`config.mk`:
```
export PLATFORM = sky130hd
export DESIGN_NAME = adc_frame_fifo
export DESIGN_NICKNAME = d
export VERILOG_FILES = /design/src/rtl/adc_frame_fifo.sv
export SDC_FILE = /design/constraint.sdc
export NUM_CORES = 1
export LEC_CHECK = 0
export BUFFER_PORTS_ARGS = -buffer_cell sky130_fd_sc_hd__buf_2
export CELL_PAD_IN_SITES_DETAIL_PLACEMENT = 1
export CELL_PAD_IN_SITES_GLOBAL_PLACEMENT = 2
export CORE_MARGIN = 2
export CORE_UTILIZATION = 49
export CTS_CLUSTER_DIAMETER = 30
export DETAILED_ROUTE_END_ITERATION = 8
export PLACE_DENSITY_LB_ADDON = 0.08
export SETUP_SLACK_MARGIN = 0.4
export SLEW_MARGIN = 25
export SYNTH_ARGS = -nofsm -noshare
export SYNTH_HDL_FRONTEND = slang
export SYNTH_SLANG_ARGS = --single-unit
```
`constraint.sdc`:
```
create_clock -name clk -period 8.4 [get_ports clk]
set_input_delay 0.42 -clock clk [delete_from_list [all_inputs] [get_ports clk]]
set_output_delay 0.42 -clock clk [all_outputs]
set_load 0.05 [all_outputs]
```
`src/rtl/adc_frame_fifo.sv`:
```
// Frame FIFO: gathers one sample per ADC channel into a sequence-tagged frame, popped a word at a time.
// Optional macro ADC_FRAME_CHECKSUM_EN appends an XOR checksum word to every frame.
module adc_frame_fifo #(
   parameter int FRAME_DEPTH = 8,
   parameter int PTR_W       = 3
) (
   input  logic             clk,
   input  logic             rst_n,
   input  logic [15:0]      adc_ch0,
   input  logic [15:0]      adc_ch1,
   input  logic [15:0]      adc_ch2,
   input  logic [15:0]      adc_ch3,
   input  logic [3:0]       adc_data_valid,
   input  logic             flush,
   input  logic             rd_req,
   input  logic             clr_flags,
   output logic [15:0]      rd_data,
   output logic             rd_valid,
   output logic [PTR_W:0]   frame_count,
   output logic             fifo_empty,
   output logic             fifo_full,
   output logic             overflow,
   output logic             underflow,
   output logic             misalign,
   output logic [15:0]      seq_num
);

`ifdef ADC_FRAME_CHECKSUM_EN
   localparam int NW = 6;
`else
   localparam int NW = 5;
`endif
   localparam logic [2:0]     LAST  = 3'(NW - 1);
   localparam logic [PTR_W:0] DEPTH = (PTR_W + 1)'(FRAME_DEPTH);

   logic [15:0]      mem [FRAME_DEPTH][NW];
   logic [15:0]      hold [4];
   logic [15:0]      ch [4];
   logic [15:0]      entry [NW];
   logic [3:0]       mask;
   logic [PTR_W-1:0] wr_ptr;
   logic [PTR_W-1:0] rd_ptr;
   logic [2:0]       word_idx;

   logic complete;
   logic rd_ok;
   logic pop;
   logic wr_ok;
   logic ovf_ev;
   logic unf_ev;
   logic mis_ev;

   assign fifo_empty = (frame_count == '0);
   assign fifo_full  = (frame_count == DEPTH);

   // The mask is registered, so the frame lands one cycle after the last strobe.
   assign complete = (mask == 4'hF);
   assign rd_ok    = rd_req & ~fifo_empty & ~flush;
   assign pop      = rd_ok & (word_idx == LAST);
   assign wr_ok    = complete & ~flush & (~fifo_full | pop);
   assign ovf_ev   = complete & ~flush & fifo_full & ~pop;
   assign unf_ev   = rd_req & fifo_empty & ~flush;
   assign mis_ev   = (|(adc_data_valid & mask)) & ~complete;

   always_comb begin
      ch[0] = adc_ch0;
      ch[1] = adc_ch1;
      ch[2] = adc_ch2;
      ch[3] = adc_ch3;
   end

   always_comb begin
      entry[0] = seq_num;
      entry[1] = hold[0];
      entry[2] = hold[1];
      entry[3] = hold[2];
      entry[4] = hold[3];
`ifdef ADC_FRAME_CHECKSUM_EN
      entry[5] = seq_num ^ hold[0] ^ hold[1] ^ hold[2] ^ hold[3];
`endif
   end

   always_ff @(posedge clk) begin
      for (int i = 0; i < 4; i++) begin
         if (adc_data_valid[i]) hold[i] <= ch[i];
      end
      if (wr_ok) begin
         for (int k = 0; k < NW; k++) mem[wr_ptr][k] <= entry[k];
      end
   end

   always_ff @(posedge clk) begin
      if (!rst_n) begin
         mask        <= '0;
         wr_ptr      <= '0;
         rd_ptr      <= '0;
         word_idx    <= '0;
         frame_count <= '0;
         seq_num     <= '0;
         rd_data     <= '0;
         rd_valid    <= 1'b0;
         overflow    <= 1'b0;
         underflow   <= 1'b0;
         misalign    <= 1'b0;
      end else begin
         rd_valid  <= rd_ok;
         overflow  <= (overflow & ~clr_flags) | ovf_ev;
         underflow <= (underflow & ~clr_flags) | unf_ev;
         misalign  <= (misalign & ~clr_flags) | mis_ev;

         if (rd_ok) rd_data <= mem[rd_ptr][word_idx];

         if (complete && !flush) seq_num <= seq_num + 16'd1;

         if (flush) begin
            mask        <= '0;
            wr_ptr      <= '0;
            rd_ptr      <= '0;
            word_idx    <= '0;
            frame_count <= '0;
         end else begin
            // A strobe arriving as the mask clears starts the next frame.
            if (complete) mask <= adc_data_valid;
            else          mask <= mask | adc_data_valid;

            if (wr_ok) wr_ptr <= wr_ptr + PTR_W'(1);

            if (rd_ok) begin
               if (pop) begin
                  word_idx <= '0;
                  rd_ptr   <= rd_ptr + PTR_W'(1);
               end else begin
                  word_idx <= word_idx + 3'd1;
               end
            end

            unique case ({wr_ok, pop})
               2'b10:   frame_count <= frame_count + (PTR_W + 1)'(1);
               2'b01:   frame_count <= frame_count - (PTR_W + 1)'(1);
               default: frame_count <= frame_count;
            endcase
         end
      end
   end

endmodule

```
==> flow_summary.ini, run 1 <==
[global_routing]
antenna_found_initial = 2
grt_max_degree = 100
grt_usage_pct = 24.0
grt_pass1_wl_um = 104000
grt_overflow_total = 0
grt_pass1_vias = 16300

[sta]
max_freq_mhz = 226
setup-tns-final_ns = 0
hold_viol = 0
slew_headroom_pct = 31.3
finalCritPeriodShare_pct = 52.7
finalSetupViolCount = 0
slew_violations = 0
layout_min_cycle_time_ns = 4.43
rsz0062_at_grt = no
fin_skew_ns = 0.0287
worst_slew_pin_slew_ns = 1.03

[clocking]
path_clk_slew_ns = 0.05
cts_htree_levels = 4
clk_path_buf_depth = 3
cts_buffers = 148
post_cts_buffers = 0
clock_sinks = 760
clk_latency_ns = 0.71
tritoncts = built
clockRootBuffer = clkbuf_16

[yosys]
synth-main-ff-cell = edfxtp_1
yosys_warnings = 0
netlist_area_mm2 = 0.0289
synth-edff-count = 704
syn_area_per_cell_um2 = 21.0
synthCells = 1377
synth_nets = 1456
async_flop_share_pct = 0
ys_seq_area_share_pct = 77.0
ys_ff_latch = 760
synth.distinct_cells = 55

[routing]
detail_route.iter0.violations = 936
drtPass1Iterations = 5
drc = 0
wl_per_cell_um = 27.5
avgViaCountPerCell = 5.74
antenna_left = 0
vias = 14600
finalWirelength_um = 70000

[min_path]
min_path_type = primary input to flop
hold_end = seq_num[7]
hold_path_depth = 3
hold_start = rst_n

[layout]
n_antenna_cell = 0
drive_above_1_share_pct = 32.2
area_growth_pct = 24.1
fin_area_mm2 = 0.0359
nNetsFinal = 1731
instances_no_fill = 2547

[worst_setup_path]
cp-start-kind = flop
crit_path_frequent_cell = buf_4
path_cells = inv_1 > ha_1 > nand4b_1 > a311oi_2 > nand2_1 > nor2_4 > buf_4 > buf_4
path_max_fanout = 33
cp_data_required_time_ns = 8.74
slowest_delay_ns = 0.64
end_kind = flop
arrival_ns = 4.77
r2r_end = mem[5][15]
worstRegToRegCells = 8
r2r-start = word_idx[0]
cpMaxStageDelayCell = nor2_4
rrSetupSlack_ns = 3.97
path_class = flop to flop

[placement]
dp_cells = 2210
place_area_mm2 = 0.0302
dpl.hpwl_um = 39200
finalWeightedCongestion = 0.724
portBuffers = 114

[floorplan]
chipWidth_um = 247
core-area_mm2 = 0.0587
row_count = 89
die_area_mm2 = 0.0609
dieHeight_um = 247
start_util_pct = 49.3
ios = 115

[outcome]
status = finished clean

[power]
total_leakage_power_nw = 11.8
power_mw = 10.1
ir_drop_uv = 227
powerDensity_mw_per_mm2 = 282

[job]
max-cap-violations = 0
==> cell usage after synthesis (all sizes together), types with 13 or more instances <==
cell	number	share of area [%]
mux2	32	1.2
buf	68	1.7
mux4	128	10
a22oi	34	0.88
o22ai	32	0.69
nor2	27	0.35
a21oi	18	0.32
dfxtp	56	3.9
clkbuf	13	0.17
a2bb2oi	16	0.48
edfxtp	704	73
o41ai	20	1.0
nand2	42	0.55
mux2i	88	3.0
nand2b	13	0.28
==> worst max-delay path by stage <==
stage | start | endpoint | slack [ns] | cells after the start
3_3_place_gp | word_idx[0] | mem[2][65] | 4.12 | 8
4_1_cts | word_idx[0] | mem[2][32] | 3.89 | 8
3_5_place_dp | word_idx[0] | mem[2][67] | 3.92 | 8
5_1_grt | word_idx[0] | mem[2][62] | 3.64 | 8
2_1_floorplan | word_idx[0] | mem[0][0] | 0.73 | 7
6_report | word_idx[0] | mem[5][15] | 3.97 | 8
==> critical path, delay by kind of cell (launching register included) <==
family	cells	cell delay [ns]
adders and majority gates	1	0.26
AOI/OAI and AO/OA	1	0.61
buffers and inverters	3	1.38
DFF	1	0.46
and+or+nand+nor	3	1.26
==> registers in the layout (all words and copies together), names as in the netlist, named ones only <==
signal       cells
frame_count      4
rd_data         16
rd_valid         1
overflow         1
mask             4
misalign         1
word_idx         3
underflow        1
rd_ptr           3
wr_ptr           3
mem            640
seq_num         16
hold            64
==> timing repair <==
item                                    CTS  global route
endpoints found under the hold margin    65             0
hold buffers                             65             0
gates resized for setup                   0             0
endpoints found under the setup margin    0             0
==> final cells by class <==
class / instances / area [um2]
Multi-Input combinational cell: 527 / 6160
Clock buffer: 179 / 3930
Fill cell: 4891 / 22800
Sequential cell: 760 / 22300
Clock inverter: 93 / 1060
Timing Repair Buffer: 206 / 1440
Inverter: 9 / 33.8
Tap cell: 773 / 967
==> power by group <==
part / internal (mW) / leakage, nW / switching [mW]
sequential: 4.18 / 6.87 / 0.0579
combinational: 0.0353 / 2.56 / 0.0336
clock: 3.88 / 2.37 / 1.93
total: 8.10 / 11.8 / 2.02
==> cell families (layout without fill, tap and decap cells) <==
kind of cell / count (synthesis) / in the layout / share of synthesized area [%]
AO/OA/AOI/OAI: 140 / 140 / 3.94
XOR/XNOR: 8 / 8 / 0.242
adder cells (fa/ha/maj): 6 / 6 / 0.260
buffers and inverters: 90 / 487 / 2.03
flip-flops: 760 / 760 / 77.0
multiplexers: 248 / 248 / 14.3
AND/OR/NAND/NOR: 125 / 125 / 2.24
==> metal layers <==
| metal | share of wire, % | track usage, % | up-vias |
|---|---|---|---|
| met3 | 5.3 | 5.44 | 107 |
| met5 | 0 | 0 | - |
| met1 | 43 | 32.4 | 7758 |
| li1 | - | - | 6322 |
| met4 | 2.4 | 9.02 | 0 |
| met2 | 49 | 38.2 | 429 |
==> cell usage in the layout (no fill, tap or decap), types with 17 or more instances in the layout <==
cell	instances
dlygate4sd3_1	65
mux4_2	128
nor2_1	21
a22oi_1	34
nand2_1	41
dfxtp_1	53
edfxtp_1	704
a21oi_1	17
clkbuf_1	25
o22ai_1	32
buf_4	25
mux2i_1	88
buf_2	114
clkinv_2	22
mux2_2	32
clkinvlp_4	23
clkbuf_16	152
bufinv_16	18
==> metrics by stage <==
stage	util (%)	setup WS, ns	hold WS (ns)
detailed placement	51.5	3.92	0.471
global route	61.1	3.64	0.184
global placement	51.5	4.12	0.457
finish	61.1	3.97	0.171
CTS	61.1	3.89	0.139
floorplan	-	0.731	0.472
(Power assumes the default switching activity.)
==> run 2: changes to the inputs <==
ABC_AREA = 1   (was unset)
CORE_UTILIZATION = 43   (was 49)
clock period = 4.1 ns   (was 8.4 ns; I/O delays follow)
==> run 2 against run 1 <==
  * Global-route usage up 0.50 points
  * Largest cell class unchanged
  * Routed wire length rose by 22%
  * First-iteration DRC count rose by 21%
  * Final area up 6.0%
  * Hold slack got worse by 0.12 ns
  * Total power up 120%
  * Count of clock-buffer cells in the layout increased by 27
  * Sequential cell count did not move
==> flow_summary.ini, run 2 <==
[outcome]
status = finished clean

[layout]
largest_register_ffs = 640
n_antenna_cell = 0
layout_commonest_cell = edfxtp_1
regMostFlops = mem
fin_area_mm2 = 0.0380
nNetsFinal = 2726
layout_common_cells = edfxtp_1, nand2_1, nand3_1, clkbuf_16, nor2_1
reg_top3 = mem: 640 flops, hold: 64 flops
area_growth_pct = 27.2
drive_above_1_share_pct = 16.2

[floorplan]
core-area_mm2 = 0.0687
ios = 115
die_area_mm2 = 0.0716
start_util_pct = 43.5
row_count = 96
chipWidth_um = 268
dieHeight_um = 268

[worst_setup_path]
arrival_ns = 3.51
r2r-start = word_idx[1]
cp-start-kind = flop
end_kind = flop
crit_path_start = word_idx[1]
path_class = flop to flop
path_max_fanout = 38
cp_data_required_time_ns = 4.48

[yosys]
synthTopCellsByCount = edfxtp_1, nand2_1, nand3_1, nor2_1, o21ai_0
syn_area_per_cell_um2 = 12.4
yosys_warnings = 0
netlist_area_mm2 = 0.0299
synth-main-ff-cell = edfxtp_1
synth.distinct_cells = 40
synth_nets = 2487
synth.top_cell.area_share_pct = 70.7
async_flop_share_pct = 0
ys_ff_latch = 760
ys_seq_area_share_pct = 74.5
synthCells = 2408
synth-edff-count = 704
synth.most_common_cell = edfxtp_1
yosys.area.top_type = edfxtp_1
synth_area_leaders = edfxtp_1, nand2_1, nand3_1, dfxtp_1, o21ai_0

[clocking]
post_cts_buffers = 0
tritoncts = built
clock_sinks = 760
cts_buffers = 165
clk_latency_ns = 0.74
clockRootBuffer = clkbuf_16
cts_htree_levels = 4
clk_path_buf_depth = 3
path_clk_slew_ns = 0.05

[routing]
detail_route.iter0.violations = 1131
drc = 0
drtPass1Iterations = 5
avgViaCountPerCell = 5.42
antenna_left = 0
vias = 20200
wl_per_cell_um = 23.0
finalWirelength_um = 85500

[min_path]
min_path_type = primary input to flop
hold_start = adc_data_valid[1]

[placement]
dpl.hpwl_um = 45900
finalWeightedCongestion = 0.752
portBuffers = 114
post-place-ws_ns = 0.944
place_area_mm2 = 0.0315

[global_routing]
grt_pass1_vias = 21800
grt_overflow_total = 0
grt_pass1_wl_um = 130000
grt_usage_pct = 24.5
grt_max_degree = 137
antenna_found_initial = 0

[power]
total_leakage_power_nw = 13.9
ir_drop_uv = 377
powerDensity_mw_per_mm2 = 589
power_mw = 22.4

[sta]
layout_min_cycle_time_ns = 3.13
slew_violations = 0
setup-tns-final_ns = 0
max_freq_mhz = 320
holdWs_ns = 0.0470
fin_skew_ns = 0.0370
hold_viol = 0
fin_ws_ns = 0.972
finalCritPeriodShare_pct = 76.3
slew_headroom_pct = 32.6
finalSetupViolCount = 0
rsz0062_at_grt = no
worst_slew_pin_slew_ns = 1.00

[job]
max-cap-violations = 0
run 2: cell type report:
class	count	area (um2)
well taps	931	1160
inverters	58	239
clock buffers	206	4320
fillers	6832	30700
flip-flops and latches	760	22300
repair buffers	228	1790
clock inverters	103	1470
multi-input cells	1434	6760
run 2: path summary, 6_finish.rpt:
| path | cells past startpoint | endpoint | slack, ns |
|---|---|---|---|
| setup / recovery | 9 | mem[2][58] | 0.97 |
| hold reg to reg | 2 | misalign | 0.48 |
| setup reg to reg | 9 | mem[2][58] | 0.97 |
| hold / removal | 1 | hold[1][8] | 0.05 |
run 2: cells by family (layout without fill, tap and decap cells):
kind of cell	count (synthesis)	after routing	synth area share (%)
buffers and inverters	214	595	3.28
flip-flops	760	760	74.5
XOR/XNOR	5	5	0.146
adder cells (fa/ha/maj)	6	6	0.251
AO/OA/AOI/OAI	301	301	5.81
AND/OR/NAND/NOR	1122	1122	16.0
run 2: worst max-delay path, stage by stage (launching register included):
cell      delay, ns
dfxtp_1        0.46
clkinv_4       0.29
ha_4           0.17
nand2_2        0.08
inv_2          0.12
nand3_4        0.16
a21oi_4        0.25
nand2_2        0.19
nor3_4         0.66
buf_12         0.34
run 2: what timing repair did:
action,in CTS,in global routing
hold buffers,72,0
gates resized for setup,0,0
hold endpoints to repair,84,0
setup endpoints to repair,0,0
run 2: metrics by stage:
step           std cells  utilization, %
2_1_floorplan       2408               -
3_3_place_gp        3338            45.8
3_5_place_dp        3339            45.9
4_1_cts             3720            55.3
5_1_grt             3720            55.3
6_report            3720            55.3
run 2: metal layers:
| layer | share of wire [%] | vias up | wire (um) | GRT usage, % |
|---|---|---|---|---|
| li1 | - | 9160 | - | - |
| met1 | 44 | 10400 | 37200 | 31.3 |
| met2 | 51 | 427 | 43300 | 42.2 |
| met3 | 3.8 | 148 | 3260 | 4.20 |
| met4 | 2.0 | 0 | 1710 | 8.05 |
| met5 | 0 | - | 0 | 0 |
run 2: power by group:
part           total, mW  switching [mW]  internal, mW
Clock               13.6            4.30          9.26
Combinational      0.143          0.0663        0.0765
Sequential          8.69           0.118          8.58
